## src/rtl/mc_ctrl_pkg.sv

```systemverilog
// Shared encodings for the multicycle controller: FSM states, ALU/op/cond codes,
// mux select values and the data-processing command decoder.
package mc_ctrl_pkg;

  typedef enum logic [3:0] {
    S_FETCH  = 4'd0,
    S_DECODE = 4'd1,
    S_MEMADR = 4'd2,
    S_MEMRD  = 4'd3,
    S_MEMWB  = 4'd4,
    S_MEMWR  = 4'd5,
    S_EXECR  = 4'd6,
    S_EXECI  = 4'd7,
    S_ALUWB  = 4'd8,
    S_BRANCH = 4'd9
  } state_t;

  localparam logic [1:0] ALU_ADD = 2'b00;
  localparam logic [1:0] ALU_SUB = 2'b01;
  localparam logic [1:0] ALU_AND = 2'b10;
  localparam logic [1:0] ALU_ORR = 2'b11;

  localparam logic [1:0] OP_DP  = 2'b00;
  localparam logic [1:0] OP_MEM = 2'b01;
  localparam logic [1:0] OP_BR  = 2'b10;
  localparam logic [1:0] OP_NOP = 2'b11;

  localparam logic [3:0] CMD_AND = 4'b0000;
  localparam logic [3:0] CMD_SUB = 4'b0010;
  localparam logic [3:0] CMD_ADD = 4'b0100;
  localparam logic [3:0] CMD_CMP = 4'b1010;
  localparam logic [3:0] CMD_ORR = 4'b1100;

  localparam logic [3:0] COND_EQ = 4'd0;
  localparam logic [3:0] COND_NE = 4'd1;
  localparam logic [3:0] COND_CS = 4'd2;
  localparam logic [3:0] COND_CC = 4'd3;
  localparam logic [3:0] COND_MI = 4'd4;
  localparam logic [3:0] COND_PL = 4'd5;
  localparam logic [3:0] COND_VS = 4'd6;
  localparam logic [3:0] COND_VC = 4'd7;
  localparam logic [3:0] COND_HI = 4'd8;
  localparam logic [3:0] COND_LS = 4'd9;
  localparam logic [3:0] COND_GE = 4'd10;
  localparam logic [3:0] COND_LT = 4'd11;
  localparam logic [3:0] COND_GT = 4'd12;
  localparam logic [3:0] COND_LE = 4'd13;
  localparam logic [3:0] COND_AL = 4'd14;

  localparam logic [1:0] RES_ALUOUT    = 2'b00;
  localparam logic [1:0] RES_DATA      = 2'b01;
  localparam logic [1:0] RES_ALURESULT = 2'b10;

  localparam logic [1:0] SRCB_WDATA = 2'b00;
  localparam logic [1:0] SRCB_IMM   = 2'b01;
  localparam logic [1:0] SRCB_FOUR  = 2'b10;

  typedef struct packed {
    logic [1:0] alu_control;
    logic       no_write;
    logic       arith;
  } alu_dec_t;

  // Unrecognised commands run as ADD but never touch C/V.
  function automatic alu_dec_t decode_alu(input logic [3:0] cmd);
    alu_dec_t d;
    d = '{alu_control: ALU_ADD, no_write: 1'b0, arith: 1'b0};
    case (cmd)
      CMD_ADD: begin d.alu_control = ALU_ADD; d.arith = 1'b1; end
      CMD_SUB: begin d.alu_control = ALU_SUB; d.arith = 1'b1; end
      CMD_AND: d.alu_control = ALU_AND;
      CMD_ORR: d.alu_control = ALU_ORR;
      CMD_CMP: begin d.alu_control = ALU_SUB; d.arith = 1'b1; d.no_write = 1'b1; end
      default: d.alu_control = ALU_ADD;
    endcase
    return d;
  endfunction

endpackage

```

## src/rtl/mc_controller_cond_unit.sv

```systemverilog
// NZCV flag register and condition-code evaluation. CondEx always reflects the
// registered flags, so an update made in one cycle is seen from the next.
module cond_unit
  import mc_ctrl_pkg::*;
(
  input  logic       clk,
  input  logic       reset,
  input  logic [3:0] cond,
  input  logic [3:0] ALUFlags,
  input  logic [1:0] FlagW,
  output logic       CondEx
);

  logic [3:0] flags_q;
  logic [3:0] flags_d;
  logic       n_flag;
  logic       z_flag;
  logic       c_flag;
  logic       v_flag;

  assign {n_flag, z_flag, c_flag, v_flag} = flags_q;

  always_comb begin
    CondEx = 1'b1;
    case (cond)
      COND_EQ: CondEx = z_flag;
      COND_NE: CondEx = ~z_flag;
      COND_CS: CondEx = c_flag;
      COND_CC: CondEx = ~c_flag;
      COND_MI: CondEx = n_flag;
      COND_PL: CondEx = ~n_flag;
      COND_VS: CondEx = v_flag;
      COND_VC: CondEx = ~v_flag;
      COND_HI: CondEx = c_flag & ~z_flag;
      COND_LS: CondEx = ~c_flag | z_flag;
      COND_GE: CondEx = (n_flag == v_flag);
      COND_LT: CondEx = (n_flag != v_flag);
      COND_GT: CondEx = ~z_flag & (n_flag == v_flag);
      COND_LE: CondEx = z_flag | (n_flag != v_flag);
      COND_AL: CondEx = 1'b1;
      default: CondEx = 1'b1;
    endcase
  end

  // FlagW[1] loads NZ, FlagW[0] loads CV; a failed condition blocks both.
  always_comb begin
    flags_d = flags_q;
    if (FlagW[1] && CondEx) flags_d[3:2] = ALUFlags[3:2];
    if (FlagW[0] && CondEx) flags_d[1:0] = ALUFlags[1:0];
  end

  always_ff @(posedge clk) begin
    if (reset) flags_q <= 4'b0000;
    else       flags_q <= flags_d;
  end

endmodule

```

## src/rtl/mc_controller.sv

```systemverilog
// Multicycle sequencer for the ARM-subset datapath: FSM, output and ALU decode.
// Optional CTRL_PERF_CNT_EN adds retired-instruction and memory-stall counters.
module mc_controller
  import mc_ctrl_pkg::*;
(
  input  logic        clk,
  input  logic        reset,
  input  logic [19:0] Instr,
  input  logic [3:0]  ALUFlags,
  input  logic        mem_ready,
  output logic        PCWrite,
  output logic        AdrSrc,
  output logic        MemWrite,
  output logic        IRWrite,
  output logic [1:0]  ResultSrc,
  output logic [1:0]  ALUControl,
  output logic        ALUSrcA,
  output logic [1:0]  ALUSrcB,
  output logic [1:0]  ImmSrc,
  output logic        RegWrite,
  output logic [1:0]  RegSrc
`ifdef CTRL_PERF_CNT_EN
  ,
  output logic [31:0] retired_cnt,
  output logic [31:0] stall_cnt
`endif
);

  state_t     state_q;
  state_t     state_d;
  logic [3:0] cond;
  logic [1:0] op;
  logic [5:0] funct;
  logic       rd_is_pc;
  logic       cond_ex;
  logic [1:0] flag_w;
  alu_dec_t   alu_dec;
  logic       unused_rn;

  logic       pc_write;
  logic       mem_write;
  logic       ir_write;
  logic       reg_write;
  logic       adr_src;
  logic [1:0] result_src;
  logic [1:0] alu_control;
  logic       alu_src_a;
  logic [1:0] alu_src_b;
  logic [1:0] reg_src;

  assign cond      = Instr[19:16];
  assign op        = Instr[15:14];
  assign funct     = Instr[13:8];
  assign rd_is_pc  = (Instr[3:0] == 4'hF);
  assign unused_rn = ^Instr[7:4];
  assign alu_dec   = decode_alu(funct[4:1]);

  cond_unit u_cond (
    .clk      (clk),
    .reset    (reset),
    .cond     (cond),
    .ALUFlags (ALUFlags),
    .FlagW    (flag_w),
    .CondEx   (cond_ex)
  );

  always_ff @(posedge clk) begin
    if (reset) state_q <= S_FETCH;
    else       state_q <= state_d;
  end

  always_comb begin
    state_d     = state_q;
    pc_write    = 1'b0;
    mem_write   = 1'b0;
    ir_write    = 1'b0;
    reg_write   = 1'b0;
    adr_src     = 1'b0;
    result_src  = RES_ALUOUT;
    alu_control = ALU_ADD;
    alu_src_a   = 1'b0;
    alu_src_b   = SRCB_WDATA;
    reg_src     = 2'b00;
    flag_w      = 2'b00;
    case (state_q)
      S_FETCH: begin
        alu_src_a  = 1'b1;
        alu_src_b  = SRCB_FOUR;
        result_src = RES_ALURESULT;
        if (mem_ready) begin
          ir_write = 1'b1;
          pc_write = 1'b1;
          state_d  = S_DECODE;
        end
      end
      S_DECODE: begin
        alu_src_a  = 1'b1;
        alu_src_b  = SRCB_FOUR;
        result_src = RES_ALURESULT;
        case (op)
          OP_MEM:  state_d = S_MEMADR;
          OP_DP:   state_d = funct[5] ? S_EXECI : S_EXECR;
          OP_BR:   state_d = S_BRANCH;
          OP_NOP:  state_d = S_FETCH;
          default: state_d = S_FETCH;
        endcase
      end
      S_MEMADR: begin
        alu_src_b   = SRCB_IMM;
        alu_control = funct[3] ? ALU_ADD : ALU_SUB;
        state_d     = funct[0] ? S_MEMRD : S_MEMWR;
      end
      S_MEMRD: begin
        adr_src = 1'b1;
        if (mem_ready) state_d = S_MEMWB;
      end
      S_MEMWB: begin
        result_src = RES_DATA;
        reg_write  = cond_ex;
        pc_write   = cond_ex & rd_is_pc;
        state_d    = S_FETCH;
      end
      S_MEMWR: begin
        // A suppressed store never starts a bus access, so there is nothing to wait for.
        adr_src   = 1'b1;
        reg_src   = 2'b10;
        mem_write = cond_ex;
        if (!cond_ex || mem_ready) state_d = S_FETCH;
      end
      S_EXECR, S_EXECI: begin
        alu_src_b   = (state_q == S_EXECI) ? SRCB_IMM : SRCB_WDATA;
        alu_control = alu_dec.alu_control;
        flag_w      = {funct[0], funct[0] & alu_dec.arith};
        state_d     = S_ALUWB;
      end
      S_ALUWB: begin
        result_src = RES_ALUOUT;
        reg_write  = cond_ex & ~alu_dec.no_write;
        pc_write   = cond_ex & ~alu_dec.no_write & rd_is_pc;
        state_d    = S_FETCH;
      end
      S_BRANCH: begin
        alu_src_b  = SRCB_IMM;
        result_src = RES_ALURESULT;
        pc_write   = cond_ex;
        state_d    = S_FETCH;
      end
      default: state_d = S_FETCH;
    endcase
  end

  // Write strobes are forced low during reset so nothing architectural changes.
  assign PCWrite    = pc_write & ~reset;
  assign MemWrite   = mem_write & ~reset;
  assign IRWrite    = ir_write & ~reset;
  assign RegWrite   = reg_write & ~reset;
  assign AdrSrc     = adr_src;
  assign ResultSrc  = result_src;
  assign ALUControl = alu_control;
  assign ALUSrcA    = alu_src_a;
  assign ALUSrcB    = alu_src_b;
  assign ImmSrc     = op;
  assign RegSrc     = reg_src;

`ifdef CTRL_PERF_CNT_EN
  logic [31:0] retired_q;
  logic [31:0] retired_d;
  logic [31:0] stall_q;
  logic [31:0] stall_d;
  logic        access_stall;

  always_comb begin
    retired_d    = retired_q;
    stall_d      = stall_q;
    access_stall = ~mem_ready &
                   ((state_q == S_FETCH) || (state_q == S_MEMRD) ||
                    ((state_q == S_MEMWR) && cond_ex));
    if ((state_q != S_FETCH) && (state_d == S_FETCH)) retired_d = retired_q + 32'd1;
    if (access_stall) stall_d = stall_q + 32'd1;
  end

  always_ff @(posedge clk) begin
    if (reset) begin
      retired_q <= 32'd0;
      stall_q   <= 32'd0;
    end else begin
      retired_q <= retired_d;
      stall_q   <= stall_d;
    end
  end

  assign retired_cnt = retired_q;
  assign stall_cnt   = stall_q;
`endif

endmodule

```

## config.mk

```make
export PLATFORM = sky130hd
export DESIGN_NAME = mc_controller
export DESIGN_NICKNAME = d
export VERILOG_FILES = /design/src/rtl/mc_ctrl_pkg.sv /design/src/rtl/mc_controller_cond_unit.sv /design/src/rtl/mc_controller.sv
export SDC_FILE = /design/constraint.sdc
export NUM_CORES = 1
export LEC_CHECK = 0
export BUFFER_PORTS_ARGS = -buffer_cell sky130_fd_sc_hd__buf_4
export CORE_MARGIN = 2
export CORE_UTILIZATION = 50
export DETAILED_ROUTE_END_ITERATION = 16
export HOLD_SLACK_MARGIN = 0.15
export PLACE_DENSITY = 0.93
export SETUP_SLACK_MARGIN = 0.4
export SYNTH_ARGS = -nofsm -noshare
export SYNTH_HDL_FRONTEND = slang
export SYNTH_HIERARCHICAL = 1
export SYNTH_SLANG_ARGS = --single-unit
```

## constraint.sdc

```tcl
create_clock -name clk -period 4 [get_ports clk]
set_input_delay 0.2 -clock clk [delete_from_list [all_inputs] [get_ports clk]]
set_output_delay 0.2 -clock clk [all_outputs]
set_load 0.05 [all_outputs]
```

# Yosys cells after proc, flatten, opt, wreduce, memory -nomap -nowiden
# Index checks and enable logic that the tools add are counted.
[word_totals]
output_inout_bits = 16
in_bits = 27
ff_bits = 8
word_cells = 97
[classes]
bitwise = 18
n_eq_ne = 35
n_mux = 25
reduce_logical = 16
[ops]
columns = ["operator", "count"]
rows = [
  ["4-bit == test (second input constant)", 11],
  ["4-bit by 3-bit == test with 1-bit output (second input constant)", 9],
  ["4-bit one-hot mux with 6 select lines", 1],
  ["4-bit by 2-bit == test with 1-bit output (second input constant)", 5],
  ["4-bit one-hot mux with 4 select lines", 1],
  ["1-bit one-hot mux with 14 select lines", 1],
  ["4-bit logical NOT", 3],
  ["4-bit 2-to-1 mux", 3],
  ["2-bit one-hot mux with 3 select lines", 2],
  ["1-bit bitwise AND", 10],
  ["1-bit 2-to-1 mux", 10],
  ["2-bit OR reduction", 5],
  ["4-bit by 1-bit == test with 1-bit output (second input constant)", 2],
  ["2-bit one-hot mux with 2 select lines", 2],
  ["2-bit inequality test (second input constant)", 3],
  ["1-bit inverter", 6],
  ["3-bit OR reduction", 2],
  ["2-bit == test (second input constant)", 2],
  ["2-bit 2-to-1 mux", 2],
  ["1-bit one-hot mux with 4 select lines", 1],
  ["3-bit 2-to-1 mux", 1],
  ["3-bit AND reduction", 1],
  ["2-bit by 1-bit == test with 1-bit output (second input constant)", 1],
  ["1-bit logical AND", 2],
  ["7 further kinds", 8],
]

# Depth between registers and ports, before layout
# Gate-level depths: netlist (run 1).
[depth]
depth_word = 7
mapped_depth = 9
ltp_nobuf = 8

# Hierarchy
# The synthesis (run 1) kept the hierarchy.
[modules_own_cells]
columns = ["module", "cells_per_inst", "area_per_inst_um2", "instances"]
rows = [
  ["mc_controller", 81, 555.5, 1],
  ["cond_unit", 42, 376.6, 1],
]

# Worst setup path after synthesis (run 1)
# Ideal clock, no wire load.
[synth_timing]
path_kind = "register to output"
start = "register u_cond.flags_q[0]"
end = "output MemWrite"
path_stages_with_launch = 7
path_buffers = 0
arrival_ps = 2651
setup_slack_ps = 1149
required_time_ps = 3800
path_cell_list = "dfxtp_1 mux2_2 o21ai_1 o221ai_2 nand3_1 nand2b_1 nor4_1"
[synth_via]
elab_chain_len = 5
elab_cells_between_ends = 8
[synth_lines]
columns = ["element", "line_no", "text"]
rows = [
  ["from (decl)", "mc_controller_cond_unit.sv:14", "logic [3:0] flags_q;"],
  ["from (signal assigned)", "mc_controller_cond_unit.sv:54", "else flags_q <= flags_d;"],
  ["1-bit inequality test or 1-bit == test (tied branches)", "-", ""],
  ["1-bit bitwise OR or 1-bit bitwise AND (tied branches)", "mc_controller_cond_unit.sv:39, mc_controller_cond_unit.sv:38", ""],
  ["1-bit one-hot mux with 14 select lines (*)", "mc_controller_cond_unit.sv:25", "case (cond)"],
  ["via cond_ex", "mc_controller.sv:35", "logic cond_ex;"],
  ["1-bit 2-to-1 mux (*)", "mc_controller.sv:85", "case (state_q)"],
  ["1-bit bitwise AND (*)", "mc_controller.sv:154", "assign MemWrite = mem_write & ~reset;"],
  ["to (decl)", "mc_controller.sv:13", "output logic MemWrite,"],
]
# The timed path passes the listed nets; every way through them passes the cells marked *.

# Final worst setup path (run 1)
[layout_timing]
start = "register u_cond.flags_q[0]"
end = "output PCWrite"
[layout_via]
elab_chain_len = 7
elab_cells_between_ends = 11
[layout_lines]
columns = ["element", "line_no", "text"]
rows = [
  ["1-bit inequality test or 1-bit == test (tied branches)", "-", ""],
  ["1-bit bitwise OR or 1-bit bitwise AND (tied branches)", "mc_controller_cond_unit.sv:39, mc_controller_cond_unit.sv:38", ""],
  ["1-bit one-hot mux with 14 select lines (*)", "mc_controller_cond_unit.sv:25", ""],
  ["via cond_ex", "mc_controller.sv:35", ""],
  ["1-bit bitwise AND (2 in a row)", "mc_controller.sv:139", "pc_write = cond_ex & ~alu_dec.no_write & rd_is_pc;"],
  ["1-bit one-hot mux with 4 select lines (*)", "mc_controller.sv:85", ""],
  ["1-bit bitwise AND (*)", "mc_controller.sv:153", "assign PCWrite = pc_write & ~reset;"],
  ["to (decl)", "mc_controller.sv:11", "output logic PCWrite,"],
]
# Marked as above.

==> impl_results.md, run 1 <==
* R2R cell count at 8
* Vias in the first global route at 859
* Die X at 47.2 um
* Final Setup Violations at 0
* Post-Synthesis Cell Area at 932 um^2
* Post-CTS setup buffer count at 0
* Maximum vdd drop at 0.000231 V
* Max clock buf depth at 2
* WHS Path Cells at 3
* Total routed wirelength at 2260 um
* Clock latency on the worst-skew pair at 0.25 ns
* H-tree depth at 1
* Share of layout cells above drive strength 1 at 0.331
* Vias per inst at 5.67
* HP Class: in -> reg
* DRC Markers at 0
* Worst setup margin at 1.45 ns
* Critical path depth at 8
* YS warnings at 6
* WL/cell at 12.6 um
* Total grt overflow at 0
* First-pass detailed-route iteration total at 4
* First-pass GRT wire length at 3460 um
* RSZ-0062 raised after global routing: no
* DIE AREA at 0.00223 mm^2
* Fin. Hold Viols at 0
* Post-DRT Antenna Nets at 0
* Placement row count at 15
* Max-cap violations at 0
* Leading cell types in the layout, fill and taps excluded: 37 x buf_4, 16 x nand2b_1, 10 x nor2_1
* RePlAce Congestion at 0.840
* CTS sink count at 8
* Initial Util at 0.534
* Critical path arrival at 2.35 ns
* Outcome: finished clean
* Final Instance Count excl. Fillers at 179
* CTS tree: yes
* Setup WS pre-CTS at 1.73 ns
* Top cells by area, synth: dfxtp_1 17%, nand2b_1 11%, mux2i_1 6.4%
* Number of synthesized register bits at 8
* Worst path bufs/invs at 1
* CP Max Fanout at 5
* Fin Setup TNS at 0 ns
* Layout Nets at 183
* Post-synth EDFFs at 0
* Fmax at 392 MHz
* Setup CP Type: reg -> out
* Clock transition at path regs at 0.05 ns
* Worst rel slew slack at 0.587
* Crit start category: flop
* Max incr delay on CP at 0.42 ns
* Count of cell types in the netlist at 44
* PD cells at 236 mW/mm^2
* Clock Skew at 0.00211 ns
* Top-level I/O count at 43
* Final period util at 0.638
* Most common cell after layout, fill and taps aside: buf_4
* Critical Path Slowest Stage Cell: or4_1
* Die height at 47.2 um
* Inserted Clock Buffers at 3
* CP Capture Type: output pin
* Sequential-to-total area share from yosys stat at 0.172
* Initial antenna violation count at 0
* Cell-by-cell trace of the critical path: mux2_2 > o21ai_1 > o221ai_2 > nand3_1 > a31oi_1 > or4_1 > o31ai_1 > buf_4
* Top_reg_cell synth: dfxtp_1
* DP HPWL at 1760 um
* Yosys top cell by area: dfxtp_1
* Mean Syn Cell Area at 7.58 um^2
* Layout area overhead at 28.6%
* Core area at 0.00175 mm^2
* Area share of the largest cell type after synthesis at 0.172
* Port buffer count at 37
* Placed insts at 176
* Worst path top cell family by delay: simple AND/OR/NAND/NOR gates
* Static Leak at 0.000460 uW
* Iteration-0 DRC Markers at 13
* Hold Buf Count CTS at 0
* ANT cells at 0
* Crit path required time at 3.80 ns
* Actual slew at the worst max-slew pin at 0.619 ns
* FILL cells at 169
* Final min period at 2.55 ns
* Net Count, Synth at 150
* Largest net degree at the start of global routing at 21
* Async set or reset register ratio after synthesis at 0
* Cells after synthesis at 123
* Vias at 1,015
* Root Buffer: clkbuf_4
* Max-slew violations at 0
* Final Util at 0.687
* Post-CTS resize count at 0
* Final Cell Area at 0.00120 mm^2
* Dpl cell area at 0.00118 mm^2
* GRT Resource Usage Total at 0.213
==> metal layers <==
metal,vias to the layer above,wire (um),global-route usage
met5,-,0,0
met2,40,1110,0.384
li1,511,-,-
met4,0,18,0.0611
met1,460,978,0.253
met3,4,158,0.0423
==> Yosys cell counts (all sizes together) (3+ instances only) <==
cell	n
a21oi	6
a31oi	3
inv	4
nor3	9
nand2b	17
nor2	10
a22oi	3
mux2i	6
o21ai	3
nor2b	4
dfxtp	8
nand2	6
buf	9
==> state kept, by name, indices dropped and copies added, names as in the netlist <==
register and flops:
state_q 4, u_cond/flags_q 4
==> worst register-to-register path: cells and delay by family, from the launching register on <==
family | cells | cell delay (ns)
buf+inv | 1 | 0.07
mux | 1 | 0.36
flops | 1 | 0.41
simple gates | 1 | 0.17
compound gates | 5 | 0.95
==> final cells by class <==
type	count	area (um^2)	share of cell area
Clock buffer	3	22.5	0.0188
Inverter	4	15.0	0.0125
Multi-Input combinational cell	102	692	0.577
Sequential cell	8	160	0.134
Tap cell	25	31.3	0.0261
Timing Repair Buffer	37	278	0.232
==> through the flow <==
step / hold slack (ns) / total power, uW
after global placement: 0.462 / 222
after floorplan: 0.266 / 184
after global routing: 0.226 / 300
final: 0.227 / 283
after detailed placement: 0.485 / 225
after CTS: 0.217 / 284
==> final timing paths <==
| path | from | endpoint | slack, ns |
|---|---|---|---|
| setup / recovery | u_cond/flags_q[0]$_SDFFE_PP0P_ | PCWrite | 1.45 |
| hold / removal | ALUFlags[0] | u_cond/flags_q[0]$_SDFFE_PP0P_ | 0.23 |
| setup reg to reg | u_cond/flags_q[0]$_SDFFE_PP0P_ | state_q[0]$_SDFFE_PP0P_ | 1.93 |
| hold reg to reg | u_cond/flags_q[1]$_SDFFE_PP0P_ | u_cond/flags_q[1]$_SDFFE_PP0P_ | 0.56 |
==> cell families after synthesis <==
family	count (synthesis)	share of synthesized area
flops	8	0.172
xor+xnor	1	0.00940
buf+inv	13	0.0859
other cells	1	0.00402
mux	9	0.113
compound gates	29	0.234
simple gates	62	0.383
==> report_power, final <==
group          leakage [uW]  switching (uW)  internal (uW)
Sequential        0.0000649            12.1           83.0
Clock             0.0000138            24.7           34.1
Combinational      0.000382            75.8           52.9
Power figures use the tool's default switching activity.
==> run 2, diff against run 1 <==
--- a/config.mk
+++ b/config.mk
@@ -7,10 +7,10 @@
 export LEC_CHECK = 0
 export BUFFER_PORTS_ARGS = -buffer_cell sky130_fd_sc_hd__buf_4
 export CORE_MARGIN = 2
-export CORE_UTILIZATION = 50
+export CORE_UTILIZATION = 46
 export DETAILED_ROUTE_END_ITERATION = 16
 export HOLD_SLACK_MARGIN = 0.15
-export PLACE_DENSITY = 0.93
+export PLACE_DENSITY = 0.87
 export SETUP_SLACK_MARGIN = 0.4
 export SYNTH_ARGS = -nofsm -noshare
 export SYNTH_HDL_FRONTEND = slang
==> constraint.sdc (replaced) <==
create_clock -name clk -period 2.6 [get_ports clk]
set_input_delay 0.13 -clock clk [delete_from_list [all_inputs] [get_ports clk]]
set_output_delay 0.13 -clock clk [all_outputs]
set_load 0.05 [all_outputs]
==> impl_results.md, run 2 (synthesis gave the netlist of run 1 again) <==
* Outcome: finished clean
* Worst rel slew slack at 0.645 (+0.0581)
* CTS tree: yes
* CP Capture Type: output pin
* Die X at 49.0 um (+3.9%)
* Total grt overflow at 0 (unchanged)
* RePlAce Congestion at 0.868 (+3.3%)
* Critical path arrival at 2.14 ns (-0.21 ns)
* Grt met2 use at 0.452 (+0.0685)
* Worst path top cell family by delay: simple AND/OR/NAND/NOR gates
* Vias at 1,119 (+10%)
* Clock transition at path regs at 0.06 ns (about the same)
* Clk pwr share at 0.217 (+0.009)
* Initial antenna violation count at 0 (unchanged)
* Flop pwr share at 0.303 (-0.033)
* Final min period at 2.27 ns
* Fin Setup TNS at 0 ns (unchanged)
* Core area at 0.00194 mm^2 (+11%)
* Share of layout cells above drive strength 1 at 0.399 (+0.0676)
* Layout area overhead at 43.4%
* PD cells at 351 mW/mm^2 (+49%)
* DRC Markers at 0 (unchanged)
* Clock latency on the worst-skew pair at 0.26 ns (about the same)
* Total routed wirelength at 2730 um (+21%)
* NetSw at 194 uW (+72%)
* Fin. Hold Viols at 0 (unchanged)
* Vias in the first global route at 1,076 (+25%)
* Cell-by-cell trace of the critical path: mux2_4 > o21ai_2 > o221ai_2 > nand3_2 > a31oi_1 > or4_1 > o31ai_2 > buf_6
* Initial Util at 0.480 (-0.0540)
* Max clock buf depth at 2 (unchanged)
* Critical Path Slowest Stage Cell: or4_1
* Final period util at 0.872
* RSZ-0062 raised after global routing: yes
* Max-cap violations at 0 (unchanged)
* Crit path required time at 2.47 ns (-1.33 ns)
* CTS sink count at 8 (unchanged)
* Met3 Usage GRT at 0.0491 (+0.00677)
* Maximum vdd drop at 0.000192 V (-17%)
* Crit start category: flop
* HP Class: in -> reg
* Logic pwr share at 0.480 (+0.025)
* WL/cell at 14.4 um (+14%)
* Largest net degree at the start of global routing at 16 (-24%)
* Most common cell after layout, fill and taps aside: buf_4
* Static Leak at 0.000523 uW (+14%)
* Clock Skew at 0.00325 ns (+0.00114 ns)
* Layout Nets at 192 (+4.9%)
* GRT Resource Usage Total at 0.236 (+0.0234)
* First-pass detailed-route iteration total at 4 (unchanged)
* Setup CP Type: reg -> out
* DP HPWL at 1960 um (+11%)
* Max-slew violations at 0 (unchanged)
* Root Buffer: clkbuf_4
* Placement row count at 16 (+1)
* Port buffer count at 37 (unchanged)
* Actual slew at the worst max-slew pin at 0.524 ns (-0.0946 ns)
* Top-level I/O count at 43 (unchanged)
* Final Setup Violations at 0 (unchanged)
* ANT cells at 0 (unchanged)
* Met1 GRT Util at 0.245 (-0.00805)
* Inserted Clock Buffers at 3 (unchanged)
* Sw Share at 0.414 (+0.0153)
* Die height at 49.0 um (+3.9%)
* Leading cell types in the layout, fill and taps excluded: 40 x buf_4, 15 x nand2b_1, 10 x nor2_1
* Fmax at 441 MHz
* Max incr delay on CP at 0.45 ns (+0.03 ns)
* Top Registers: state_q (4), u_cond/flags_q (4)
* Gr busiest metal: met2
* H-tree depth at 1 (unchanged)
* CP Max Fanout at 3 (-2)
* Setup WS pre-CTS at 0.381 ns (-1.35 ns)
* DIE AREA at 0.00240 mm^2 (+8.0%)
* Vias per inst at 5.89 (+3.9%)
* Int Power at 275 uW (+62%)
* Worst setup margin at 0.332 ns (-1.11 ns)
* Iteration-0 DRC Markers at 24 (+11)
* Post-DRT Antenna Nets at 0 (unchanged)
* FILL cells at 166 (-1.8%)
* First-pass GRT wire length at 4530 um (+31%)
* Worst path bufs/invs at 1 (unchanged)
-- run 2: cell types whose count changed in the layout (fill, tap and decap cells not counted), moves of 2 or more --
cell | previous run | this run
buf_4 | 37 | 40
buf_6 | 0 | 2
dfxtp_1 | 8 | 6
dlygate4sd3_1 | 0 | 4
-- run 2: path summary, 6_finish.rpt --
kind | startpoint | end | slack (ns) | cells past startpoint
max | u_cond/flags_q[0]$_SDFFE_PP0P_ | PCWrite | 0.33 | 8
min | ALUFlags[3] | u_cond/flags_q[3]$_SDFFE_PP0P_ | 0.15 | 3
min reg2reg | u_cond/flags_q[1]$_SDFFE_PP0P_ | u_cond/flags_q[1]$_SDFFE_PP0P_ | 0.53 | 2
max reg2reg | u_cond/flags_q[0]$_SDFFE_PP0P_ | state_q[2]$_SDFFE_PP0P_ | 0.50 | 9
-- run 2: worst register-to-register path: stages (launching register included) --
cell      delay [ns]
dfxtp_4         0.36
buf_4           0.14
mux4_2          0.47
a22oi_2         0.20
nand3_2         0.11
buf_4           0.18
inv_1           0.05
o211ai_1        0.09
o211ai_1        0.18
mux2i_1         0.23
-- run 2: area by class of cell --
class	count	area, um^2	area share
Multi-Input combinational cell	102	737	0.551
Clock buffer	3	22.5	0.0169
Sequential cell	8	165	0.124
Inverter	4	15.0	0.0112
Timing Repair Buffer	46	363	0.272
Tap cell	27	33.8	0.0253
-- run 2: through the flow --
stage / hold WS [ns] / power, uW / cell area (um^2) / std cells / util
floorplan: 0.196 / 286 / 943 / 123 / -
global placement: 0.395 / 344 / 1200 / 179 / 0.617
detailed placement: 0.403 / 351 / 1200 / 179 / 0.617
CTS: 0.154 / 465 / 1310 / 189 / 0.675
global route: 0.161 / 496 / 1340 / 190 / 0.688
finish: 0.148 / 469 / 1340 / 190 / 0.688
-- run 2: layer usage --
layer	wire [um]	vias up
met5	0	-
li1	-	528
met3	137	8
met1	1070	535
met2	1480	48
met4	46	0
-- run 2: power groups by stage --
stage          logic [uW]  clock network, uW  registers [uW]
3_5_place_dp          205                  0             145
2_1_floorplan         152                  0             134
3_3_place_gp          200                  0             145
6_report              225                102             142
5_1_grt               240                113             144
4_1_cts               218                105             141
-- run 2: timing repair --
item	4_1_cts	5_1_grt
endpoints found under the hold margin	5	0
gates resized for setup	7	4
hold buffers	4	0
setup buffers	3	1
pin swaps	5	5
endpoints found under the setup margin	1	4
==> run 3, diff against run 2 <==
--- a/config.mk
+++ b/config.mk
@@ -5,6 +5,7 @@
 export SDC_FILE = /design/constraint.sdc
 export NUM_CORES = 1
 export LEC_CHECK = 0
+export ABC_AREA = 1
 export BUFFER_PORTS_ARGS = -buffer_cell sky130_fd_sc_hd__buf_4
 export CORE_MARGIN = 2
 export CORE_UTILIZATION = 46
@@ -16,3 +17,4 @@
 export SYNTH_HDL_FRONTEND = slang
 export SYNTH_HIERARCHICAL = 1
 export SYNTH_SLANG_ARGS = --single-unit
+export TNS_END_PERCENT = 5
==> impl_results.md, run 3 <==
* Synth top cells by count: 41 x nand2_1, 29 x inv_1, 25 x nor2_1
* Final min period at 2.02 ns (-0.244 ns)
* Fin Setup TNS at 0 ns (unchanged)
* Post-CTS setup buffer count at 0 (-3)
* Clk pwr share at 0.218 (about the same)
* Cell-by-cell trace of the critical path: inv_1 > nand2_1 > nand3_1 > a21oi_1 > nor2_2 > nand2_4 > inv_1 > o21ai_1 > inv_1 > a21oi_2 > buf_4
* Area share of the largest cell type after synthesis at 0.176 (+0.00450)
* Post-Synthesis Cell Area at 908 um^2 (-2.6%)
* Count of cell types in the netlist at 23 (-48%)
* Sequential-to-total area share from yosys stat at 0.176 (+0.00450)
* WL/cell at 10.9 um (-24%)
* PD cells at 372 mW/mm^2 (+6.0%)
* Fmax at 494 MHz (+12%)
* Max-slew violations at 0 (unchanged)
* Core area at 0.00190 mm^2 (-2.1%)
* Port buffer count at 37 (unchanged)
* Top cells by area, synth: dfxtp_1 18%, nand2_1 17%, nand3_1 13%
* Inserted Clock Buffers at 3 (unchanged)
* Post-synth EDFFs at 0 (unchanged)
* Leading cell types in the layout, fill and taps excluded: 41 x nand2_1, 37 x buf_4, 29 x inv_1
* H-tree depth at 1 (unchanged)
* HP Class: in -> reg
* R2R Path Start: state_q[1]$_SDFFE_PP0P_
* First-pass detailed-route iteration total at 4 (unchanged)
* Top_reg_cell synth: dfxtp_1
* YS warnings at 6 (unchanged)
* Max clock buf depth at 2 (unchanged)
* Crit path required time at 2.47 ns (about the same)
* Clock latency on the worst-skew pair at 0.26 ns (about the same)
* ANT cells at 0 (unchanged)
* CP Capture Type: output pin
* Critical path arrival at 1.89 ns (-0.25 ns)
* Static Leak at 0.000632 uW (+21%)
* NetSw at 199 uW (+2.4%)
* Outcome: finished clean
* Initial antenna violation count at 0 (unchanged)
* Vias per inst at 5.15 (-13%)
* Mean Syn Cell Area at 5.31 um^2 (-30%)
* Final Setup Violations at 0 (unchanged)
* DP HPWL at 2050 um (+4.7%)
* Reg-to-reg slack, setup at 0.79 ns (+0.29 ns)
* Vias in the first global route at 1,073 (-0.28%)
* Final period util at 0.779 (-0.0938)
* Layout area overhead at 34.4%
* RSZ-0062 raised after global routing: no
* Max-cap violations at 0 (unchanged)
* CTS tree: yes
* Post-DRT Antenna Nets at 0 (unchanged)
* Die height at 48.4 um (-1.2%)
* Max incr delay on CP at 0.37 ns (-0.08 ns)
* Top Registers: state_q (4), u_cond/flags_q (4)
* GRT Resource Usage Total at 0.228 (-0.00754)
* Final Instance Count excl. Fillers at 235 (+24%)
* Root Buffer: clkbuf_4
* CP Max Fanout at 11 (+8)
* Vias at 1,210 (+8.1%)
* Critical path capture point: PCWrite
* Number of synthesized register bits at 8 (unchanged)
* Fin. Hold Viols at 0 (unchanged)
* CP Launch Point: u_cond/flags_q[3]$_SDFFE_PP0P_
* Most common cell after layout, fill and taps aside: nand2_1
* Async set or reset register ratio after synthesis at 0 (unchanged)
* Clock transition at path regs at 0.06 ns (about the same)
* Cells after synthesis at 171 (+39%)
* Initial Util at 0.478 (-0.00239)
* Crit start category: flop
* Logic pwr share at 0.484 (+0.004)
* Die X at 48.4 um (-1.2%)
* Top-level I/O count at 43 (unchanged)
* Flop pwr share at 0.298 (-0.005)
* Iteration-0 DRC Markers at 48 (+100%)
* WHS Path Cells at 3 (unchanged)
* Maximum vdd drop at 0.000280 V (+45%)
* R2R cell count at 6 (-3)
* Reg2reg end: u_cond/flags_q[0]$_SDFFE_PP0P_
* Placement row count at 16 (unchanged)
* Layout Nets at 237 (+23%)
* Top-count cell post-synth: nand2_1
* DIE AREA at 0.00235 mm^2 (-2.4%)
* Share of layout cells above drive strength 1 at 0.264 (-0.134)
* Total grt overflow at 0 (unchanged)
* Total routed wirelength at 2570 um (-5.9%)
* First-pass GRT wire length at 4310 um (-5.0%)
* Setup CP Type: reg -> out
* DRC Markers at 0 (unchanged)
* Clock Skew at 0.00381 ns (+0.000566 ns)
* Net Count, Synth at 198 (+32%)
* RePlAce Congestion at 0.871 (+0.32%)
* Largest net degree at the start of global routing at 12 (-4)
* CTS sink count at 8 (unchanged)
* Placed insts at 231 (+29%)
* Sw Share at 0.437 (+0.0237)
* Int Power at 256 uW (-7.1%)
* Worst path most repeated cell: inv_1
* Critical Path Slowest Stage Cell: dfxtp_2
* Yosys top cell by area: dfxtp_1
run 3: cell count changes after synthesis, moves of 4 or more:
cell,delta
nor3_1,-5
nor2_1,+15
mux2i_1,-6
inv_1,+25
o21ai_0,+5
nand3_1,+21
nor2b_1,-4
nand2_1,+35
buf_2,-4
nor2_2,+4
a21oi_1,+6
nand2b_1,-16
run 3: timing repair:
item | CTS | global route
endpoints found under the setup margin | 0 | 1
hold buffers | 1 | 0
hold endpoints to repair | 2 | 0
gates resized for setup | 0 | 2
run 3: area by class of cell:
cell class,instances,area (um^2)
fill,192,681
multi-input combinational,127,594
timing repair buffer,38,288
sequential,8,163
inverter,32,120
tap,27,33.8
clock buffer,3,22.5
run 3: how the worst min path moves through the flow:
stage / start / end / slack [ns]
after floorplan: reset / state_q[2]$_SDFFE_PP0P_ / 0.20
after global placement: reset / state_q[2]$_SDFFE_PP0P_ / 0.37
after detailed placement: reset / state_q[3]$_SDFFE_PP0P_ / 0.37
after CTS: Instr[15] / state_q[3]$_SDFFE_PP0P_ / 0.19
after global routing: Instr[15] / state_q[3]$_SDFFE_PP0P_ / 0.19
final: Instr[15] / state_q[3]$_SDFFE_PP0P_ / 0.19
run 3: critical path, delay by kind of cell (launching register included):
kind | cells | cell delay (ns)
AOI/OAI and AO/OA | 3 | 0.48
buffers and inverters | 4 | 0.41
DFF | 1 | 0.37
and+or+nand+nor | 4 | 0.39
run 3: cells by family (layout without fill, tap and decap cells):
kind of cell           Yosys count  count (layout)  share of synthesized area
other                            1               1                    0.00413
flip-flops                       8               8                      0.176
AND/OR/NAND/NOR                103             103                      0.508
buffers and inverters           36              73                      0.169
AO/OA/AOI/OAI                   23              23                      0.142
run 3: layer usage:
layer  GRT usage  part of all wire
met5           0                 0
met4      0.0714             0.014
met3      0.0556             0.074
met2       0.412              0.52
met1       0.265              0.39
run 3: metrics by stage:
stage	total power (uW)	cell area [um^2]	setup WS [ns]	hold WS [ns]	util
floorplan	285	908	0.429	0.199	-
global placement	349	1190	0.832	0.371	0.624
detailed placement	354	1190	0.785	0.372	0.624
CTS	451	1220	0.520	0.190	0.641
global route	482	1220	0.441	0.193	0.642
finish	454	1220	0.576	0.187	0.642
run 3: power groups by stage:
stage	Sequential (uW)	Combinational (uW)	Clock, uW
3_5_place_dp	138	216	0
2_1_floorplan	135	150	0
5_1_grt	136	239	106
6_report	136	220	98.9
3_3_place_gp	138	211	0
4_1_cts	135	219	96.3
